### src/rtl/pc_branch_sequencer.sv
// rtl/pc_branch_sequencer.sv - program counter / branch sequencer with link register and flush window
// Optional macro PCSEQ_RETURN_EN adds the i_ret port (pc <= link return).
module pc_branch_sequencer #(
  parameter int              PC_W      = 8,
  parameter int              OFF_W     = 8,
  parameter logic [PC_W-1:0] RESET_VEC = '0,
  parameter int              FLUSH_CYC = 2
) (
  input  logic             i_clk,
  input  logic             i_rst,
  input  logic             i_instr_valid,
  input  logic             i_stall,
  input  logic [OFF_W-1:0] i_offset,
  input  logic             i_bccout,
  input  logic             i_bcsout,
  input  logic             i_bneout,
  input  logic             i_beqout,
  input  logic             i_bal,
`ifdef PCSEQ_RETURN_EN
  input  logic             i_ret,
`endif
  output logic [PC_W-1:0]  o_pc,
  output logic [PC_W-1:0]  o_link,
  output logic             o_flush,
  output logic             o_redirect
);

  typedef enum logic {S_RUN, S_FLUSH} state_t;

  localparam logic [3:0] CNT_INIT = 4'(FLUSH_CYC - 1);

  state_t           r_state;
  logic [3:0]       r_cnt;
  logic [PC_W-1:0]  r_pc;
  logic [PC_W-1:0]  r_link;
  logic             r_flush;
  logic             r_redirect;

  state_t           w_state_nxt;
  logic [3:0]       w_cnt_nxt;
  logic [PC_W-1:0]  w_pc_nxt;
  logic [PC_W-1:0]  w_link_nxt;
  logic             w_flush_nxt;
  logic             w_redirect_nxt;

  logic             w_accept;
  logic             w_take;
  logic             w_ret;
  logic             w_redir_req;
  logic [PC_W-1:0]  w_off_ext;
  logic [PC_W-1:0]  w_target;
  logic [PC_W-1:0]  w_pc_inc;

`ifdef PCSEQ_RETURN_EN
  assign w_ret = i_ret;
`else
  assign w_ret = 1'b0;
`endif

  assign w_accept    = i_instr_valid & ~i_stall & (r_state == S_RUN);
  assign w_take      = i_bccout | i_bcsout | i_bneout | i_beqout | i_bal;
  assign w_redir_req = w_accept & (w_take | w_ret);
  assign w_off_ext   = PC_W'($signed(i_offset));
  assign w_target    = r_pc + w_off_ext;
  assign w_pc_inc    = r_pc + PC_W'(1);

  // Stall freezes everything except redirect, which must never outlive its cycle.
  always_ff @(posedge i_clk) begin
    if (i_rst) begin
      r_state    <= S_RUN;
      r_cnt      <= '0;
      r_pc       <= RESET_VEC;
      r_link     <= '0;
      r_flush    <= 1'b0;
      r_redirect <= 1'b0;
    end else if (!i_stall) begin
      r_state    <= w_state_nxt;
      r_cnt      <= w_cnt_nxt;
      r_pc       <= w_pc_nxt;
      r_link     <= w_link_nxt;
      r_flush    <= w_flush_nxt;
      r_redirect <= w_redirect_nxt;
    end else begin
      r_redirect <= 1'b0;
    end
  end

  always_comb begin
    w_state_nxt = r_state;
    w_cnt_nxt   = r_cnt;
    unique case (r_state)
      S_RUN: begin
        if (w_redir_req) begin
          w_state_nxt = S_FLUSH;
          w_cnt_nxt   = CNT_INIT;
        end
      end
      S_FLUSH: begin
        if (r_cnt == 4'd0) w_state_nxt = S_RUN;
        else               w_cnt_nxt   = r_cnt - 4'd1;
      end
      default: w_state_nxt = S_RUN;
    endcase
  end

  // A taken branch beats a return when both arrive together.
  always_comb begin
    w_pc_nxt       = r_pc;
    w_link_nxt     = r_link;
    w_flush_nxt    = (w_state_nxt == S_FLUSH);
    w_redirect_nxt = w_redir_req;
    if (w_accept) begin
      if (w_take)     w_pc_nxt = w_target;
      else if (w_ret) w_pc_nxt = r_link;
      else            w_pc_nxt = w_pc_inc;
      if (i_bal)      w_link_nxt = w_pc_inc;
    end
  end

  assign o_pc       = r_pc;
  assign o_link     = r_link;
  assign o_flush    = r_flush;
  assign o_redirect = r_redirect;

endmodule

### config.mk
export PLATFORM = sky130hd
export DESIGN_NAME = pc_branch_sequencer
export DESIGN_NICKNAME = d
export VERILOG_FILES = /design/src/rtl/pc_branch_sequencer.sv
export SDC_FILE = /design/constraint.sdc
export NUM_CORES = 1
export LEC_CHECK = 0
export ABC_AREA = 1
export ABC_CLOCK_PERIOD_IN_PS = 2800
export CAP_MARGIN = 15
export CORE_MARGIN = 1.5
export CORE_UTILIZATION = 40
export CTS_BUF_LIST = sky130_fd_sc_hd__clkbuf_8
export DETAILED_ROUTE_END_ITERATION = 7
export PLACE_DENSITY_LB_ADDON = 0.05
export SETUP_SLACK_MARGIN = 0.02
export SYNTH_ARGS = -nofsm -noshare
export SYNTH_HDL_FRONTEND = slang
export SYNTH_SLANG_ARGS = --single-unit
### constraint.sdc
create_clock -name i_clk -period 2.8 [get_ports i_clk]
set_input_delay 0.56 -clock i_clk [delete_from_list [all_inputs] [get_ports i_clk]]
set_output_delay 0.56 -clock i_clk [all_outputs]
set_load 0.05 [all_outputs]
==> summary.md, run 1 <==
| Metric | Value |
|---|---|
| Clk_lat worst skew | between 0.2 and 0.3 ns |
| Sequential area share after synthesis | between 20% and 30% |
| Final setup violating endpoints | 0 |
| I/O Buffers | 34 |
| Post-Synth XOR/XNOR Area | under 10% |
| Required time of the critical path | approximately 2.2 ns |
| Die Wd | about 64 um |
| # resized after CTS | 0 |
| Crit Path Max Fanout | 8 |
| Slew @ Worst Pin | 0.5018 ns |
| Multiplexer share of the synthesized area | 0% |
| First-pass GRT wire length | 5.830 mm |
| Final wirelength | about 3.3 mm |
| CP top delay family | buffers and inverters |
| Avg Inst Size Synth | between 6 and 7 sq um |
| Hold Crit Class | reg -> reg |
| CP Cell Sequence | clkdlybuf4s50_1 |
| First DRT Iteration DRCs | 52 |
| Synth-to-layout area growth | 30.45% |
| CP bufs+invs | 1 |
| Arr. time, crit path | between 1.5 and 2 ns |
| LEAKAGE | between 0.9 and 1 nW |
| Compound-Gate Fraction of Synth Area | roughly an eighth |
| RSZ-0062 raised after global routing | no |
| Worst vdd ir | approximately 0.00037 V |
| Crit Path Class | reg -> out |
| Post-CTS Setup Inserts | 0 |
| Core area | around 0.0036 sq mm |
| Delay of the slowest cell on the worst path | 0.86 ns |
| Setup ws final | roughly 0.61 ns |
| Initial antenna violation count | 0 |
| DRC Markers | 0 |
| Final min period | approximately 2.2 ns |
| Clk buf depth | 2 |
| Adder-Cell Fraction of Synth Area | approximately a tenth |
| Final HPWL DP | 2.554 mm |
| CP max-delay cell | clkdlybuf4s50_1 |
| CTS tree | yes |
| Vias after detailed routing | 1467 |
| Via density | ~4.8 |
| Clock root buffer | clkbuf_8 |
| Filler instances | 395 |
| Max-cap violations | 0 |
| GPL Wtd Cong | between 0.7 and 0.8 |
| Unique masters post-synth | 30 |
| Synthesis-stage register bit count | 22 |
| Period utilization | between 70% and 80% |
| Initial Util | 41.39% |
| Dominant combinational cell family by area after synthesis | simple AND/OR/NAND/NOR gates |
| Critical Path Source Type | flop |
| Total track usage | 17.66% |
| Syn nets | 250 |
| Ant diodes | 0 |
| Post-cts hold buffer count | 0 |
| Vias in the first global route | approximately 1400 |
| TritonRoute pass-1 iters | 5 |
| IO Pins | 35 |
| Fin. max-slew vios | 0 |
| Synth Cell Area | roughly 0.0015 sq mm |
| Synthesized instance count | between 200 and 250 |
| Setup TNS | 0 ns |
| WL/cell | ~11 um |
| Overflow left after global routing | 0 |
| Setup WS pre-CTS | approximately 0.46 ns |
| Crit end category | output port |
| H-tree Lvls | 1 |
| CTS Sinks | 22 |
| Pwr dens | between 400 and 500 mW/mm^2 |
| Layout cells sized above 1 | under 10% |
| Clock skew | 0.004121 ns |
| Die H | around 64 um |
| Relative max-transition margin | between 60% and 70% |
| Synth warnings | 0 |
| Status | finished clean |
| Max Clk Rate | between 400 and 500 MHz |
| Largest net degree at the start of global routing | 14 |
| Hold Fails Final Rpt | 0 |
| Die ar. | 0.004136 sq mm |
| Post-route ant nets | 0 |
| Fin nets | 287 |
| Reg clk slew, reported paths | roughly 0.080 ns |
| Clock buffer count from CTS | 3 |
| Num rows | 22 |
| Simple logic cell fraction of the synthesized area | roughly a third |
## through the flow
| stage | util, % | instance area, sq um | hold WS, ns | instances | total power [mW] |
|---|---|---|---|---|---|
| 2_1_floorplan | - | 1504 | 0.4801 | 222 | 0.5572 |
| 5_1_grt | 53.99 | 1962 | 0.5038 | 306 | 0.9954 |
| 4_1_cts | 53.99 | 1962 | 0.4795 | 306 | 0.9489 |
| 3_3_place_gp | 52.03 | 1891 | 0.4647 | 302 | 0.6447 |
| 3_5_place_dp | 52.03 | 1891 | 0.4623 | 302 | 0.6445 |
| 6_report | 53.99 | 1962 | 0.4805 | 306 | 0.9353 |
## layout by cell type (no fill, tap or decap), types with 2 or more instances in the layout
cell type	count
buf_4	2
ha_1	10
a21oi_1	15
nor2_1	13
o211ai_1	5
nor2_2	2
clkdlybuf4s50_1	34
or2_1	2
o21ai_1	3
nand2_2	3
nand2_4	2
o21ai_0	9
xnor2_1	4
nand2_1	56
inv_1	34
xor2_1	2
clkbuf_8	3
inv_2	3
nand3_1	21
dfxtp_1	22
nor2_4	2
nand4_1	2
## cell families (layout without fill, tap and decap cells)
family / Yosys count / after routing
and+or+nand+nor: 108 / 108
buffers and inverters: 41 / 77
AOI/OAI and AO/OA: 34 / 34
DFF: 22 / 22
adders and majority gates: 11 / 11
xor gates and xnor gates: 6 / 6
## flip-flops by register name, indices dropped and copies added, names as in the netlist
register / flops
o_link: 8
o_redirect: 1
o_flush: 1
r_cnt: 4
o_pc: 8
## cells in the mapped netlist
cell	number	share of area [%]
nand2_2	3	1.2
xnor2_1	4	2.3
or2_1	2	0.83
nor3_1	1	0.33
or2_0	1	0.42
buf_6	1	0.75
buf_2	2	0.67
inv_1	34	8.5
dfxtp_1	22	29
inv_2	3	0.75
buf_4	1	0.50
nor2_4	2	1.5
ha_1	10	8.3
xor2_1	2	1.2
o21ai_1	3	1.0
o21ai_0	9	3.0
o211ai_1	5	2.5
a211oi_1	1	0.50
and2_1	1	0.42
nand2_4	2	1.5
a31oi_1	1	0.42
nand3_1	21	7.0
nor2_1	13	3.2
nand4_4	1	1.4
a21oi_1	15	5.0
nor2_2	2	0.83
fa_1	1	1.3
nand4_1	2	0.83
nand3b_1	1	0.50
nand2_1	56	14
## where the power goes
group	total (mW)	switching [mW]	internal, mW
registers	0.359	0.0256	0.334
clock network	0.299	0.108	0.191
logic	0.277	0.166	0.111
total	0.935	0.299	0.636
## cell type report
| cell class | count | area (sq um) | share of cell area (%) |
|---|---|---|---|
| Multi-Input combinational cell | 159 | 895.9 | 45.66 |
| Sequential cell | 22 | 440.4 | 22.45 |
| Timing Repair Buffer | 36 | 355.3 | 18.11 |
| Inverter | 37 | 138.9 | 7.079 |
| Tap cell | 48 | 60.06 | 3.061 |
| Clock buffer | 3 | 41.29 | 2.105 |
| Clock inverter | 1 | 30.03 | 1.531 |
## per-layer routing
metal	routed length, um	GRT usage [%]	part of all wire [%]	up-vias
met4	10	3.989	0.31	0
li1	-	-	-	783
met1	1644	23.51	50	644
met5	0	0	0	-
met3	150	3.697	4.6	2
met2	1471	29.30	45	38
## final timing paths
kind	start	end	slack, ns	cells past startpoint
setup / recovery	o_pc[0]	o_pc[0]	0.61	1
hold / removal	o_link[1]	o_link[1]	0.48	2
setup reg to reg	o_pc[0]	o_pc[4]	0.93	10
hold reg to reg	o_link[1]	o_link[1]	0.48	2
No activity file was read; power rests on OpenSTA's default activity.
==> inputs of run 2 (changes only) <==
--- a/config.mk
+++ b/config.mk
@@ -6,7 +6,7 @@
 export NUM_CORES = 1
 export LEC_CHECK = 0
 export ABC_AREA = 1
-export ABC_CLOCK_PERIOD_IN_PS = 2800
+export ABC_CLOCK_PERIOD_IN_PS = 1900
 export CAP_MARGIN = 15
 export CORE_MARGIN = 1.5
 export CORE_UTILIZATION = 40
==> constraint.sdc (replaced) <==
create_clock -name i_clk -period 1.9 [get_ports i_clk]
set_input_delay 0.38 -clock i_clk [delete_from_list [all_inputs] [get_ports i_clk]]
set_output_delay 0.38 -clock i_clk [all_outputs]
set_load 0.05 [all_outputs]
==> summary.md, run 2 (synthesis gave the netlist of run 1 again) <==
| Metric | Value |
|---|---|
| Status | finished clean |
| Clk buf depth | 2 (unchanged) |
| Clock skew | 0.001247 ns (-0.002873 ns) |
| Most frequent cells in the layout | 56 x nand2_1, 33 x inv_1, 26 x buf_4 |
| H-tree Lvls | 1 (unchanged) |
| Slew @ Worst Pin | 0.4955 ns (-0.006351 ns) |
| Max-cap violations | 0 (unchanged) |
| Post-cts hold buffer count | 0 (unchanged) |
| Final setup violating endpoints | 0 (unchanged) |
| Reg clk slew, reported paths | 0.08 ns (about the same) |
| Period utilization | a little over nine tenths |
| CP top delay family | buffers and inverters |
| Placed instance area | 0.001942 sq mm (+2.7%) |
| Num rows | 22 (unchanged) |
| First DRT Iteration DRCs | 56 (+7.7%) |
| Delay of the slowest cell on the worst path | 0.81 ns (-0.05 ns) |
| CP Cell Sequence | clkdlybuf4s50_1 |
| Die H | 64.32 um (unchanged) |
| Arr. time, crit path | 1.43 ns (-0.20 ns) |
| Initial Util | 41.39% (unchanged) |
| Fin. max-slew vios | 0 (unchanged) |
| Die Wd | 64.32 um (unchanged) |
| Ant diodes | 0 (unchanged) |
| Overflow left after global routing | 0 (unchanged) |
| Vias in the first global route | 1394 (+0.80%) |
| RSZ-0062 raised after global routing | no |
| Layout cells sized above 1 | 17.84% (+10 points) |
| Core area | 0.003633 sq mm (unchanged) |
| Post-CTS Setup Inserts | 0 (unchanged) |
| Pwr dens | 650.7 mW/mm^2 (+37%) |
| Total track usage | 18.61% (+0.95 points) |
| Crit Path Class | reg -> out |
| Commonest non-fill, non-tap cell in the layout | nand2_1 |
| Die ar. | 0.004136 sq mm (unchanged) |
| Fin nets | 298 (+3.8%) |
| Crit end category | output port |
| Final wirelength | 3.500 mm (+6.8%) |
| WL/cell | 11.04 um (+3.1%) |
| First-pass GRT wire length | 6.058 mm (+3.9%) |
| Clock buffer count from CTS | 3 (unchanged) |
| TritonRoute pass-1 iters | 4 (-1) |
| Vias after detailed routing | 1527 (+4.1%) |
| Clock root buffer | clkbuf_8 |
| Critical Path Source Type | flop |
| Hold Crit Class | reg -> reg |
| Max Clk Rate | ~550 MHz |
| Setup TNS | 0 ns (unchanged) |
| CTS tree | yes |
| CP max-delay cell | clkdlybuf4s50_1 |
| Synth-to-layout area growth | 33.44% |
| Largest net degree at the start of global routing | 14 (unchanged) |
| Final HPWL DP | 2.750 mm (+7.7%) |
| Worst vdd ir | 0.0004095 V (+9.9%) |
| Filler instances | 391 (-1.0%) |
| Overall power | 1.306 mW (+40%) |
| IO Pins | 35 (unchanged) |
| CTS Sinks | 22 (unchanged) |
| Design area | 0.002007 sq mm (+2.3%) |
| Initial antenna violation count | 0 (unchanged) |
| Hold Fails Final Rpt | 0 (unchanged) |
| Via density | 4.817 (+0.48%) |
| LEAKAGE | 1.000 nW (+8.4%) |
| Relative max-transition margin | 66.87% (+0.42 points) |
| I/O Buffers | 34 (unchanged) |
| Crit Path Max Fanout | 2 (-6) |
| CP bufs+invs | 1 (unchanged) |
| Final min period | ~1.8 ns |
| Clk_lat worst skew | 0.27 ns (about the same) |
| GPL Wtd Cong | 0.7645 (-3.5%) |
| Required time of the critical path | 1.52 ns (-0.72 ns) |
| Min Hold Slack | 0.4692 ns (-0.01128 ns) |
| DRC Markers | 0 (unchanged) |
| Post-route ant nets | 0 (unchanged) |
## run 2: final timing paths
check,startpoint,end,slack (ns),depth (start not counted)
setup / recovery,o_link[3],o_link[3],0.09,1
hold / removal,o_link[1],o_link[1],0.47,2
setup reg to reg,o_pc[0],o_pc[4],0.29,10
hold reg to reg,o_link[1],o_link[1],0.47,2
## run 2: final cells by class
type                    count  area, sq um  share of cell area, %
flip-flops and latches     22        441.7                  22.01
clock buffers               4        55.05                  2.743
inverters                  37        138.9                  6.920
well taps                  48        60.06                  2.993
multi-input cells         159        903.4                  45.01
repair buffers             47        407.9                  20.32
## run 2: power by group
group	internal, mW	switching, mW	total [mW]
sequential	0.492	0.0272	0.520
clock	0.185	0.161	0.346
combinational	0.178	0.262	0.440
total	0.855	0.451	1.31
## run 2: worst min-delay path: stages, from the launching register on
cell and delay, ns:
dfxtp_1 0.32, nand2_1 0.06, a21oi_1 0.05
## run 2: through the flow
stage / utilization (%) / worst slack, ns / instances
after floorplan: - / 0.02627 / 222
after global placement: 53.44 / -0.2163 / 313
after detailed placement: 53.44 / -0.2461 / 313
after CTS: 55.10 / 0.06504 / 317
after global routing: 55.23 / 0.05802 / 317
final: 55.23 / 0.08911 / 317
## run 2: routing by layer
layer  share of wire, %  wire (um)  global-route usage (%)  vias up
met2                 44       1535                   30.60       43
li1                   -          -                       -      806
met3                6.1        214                   4.049        2
met1                 50       1733                   25.14      676
met4               0.49         17                   3.723        0
met5                  0          0                       0        -
## run 2: what timing repair did
action,CTS,global route
pin swaps,0,4
resized for setup,2,3
endpoints found under the setup margin,1,1
cloned,0,0
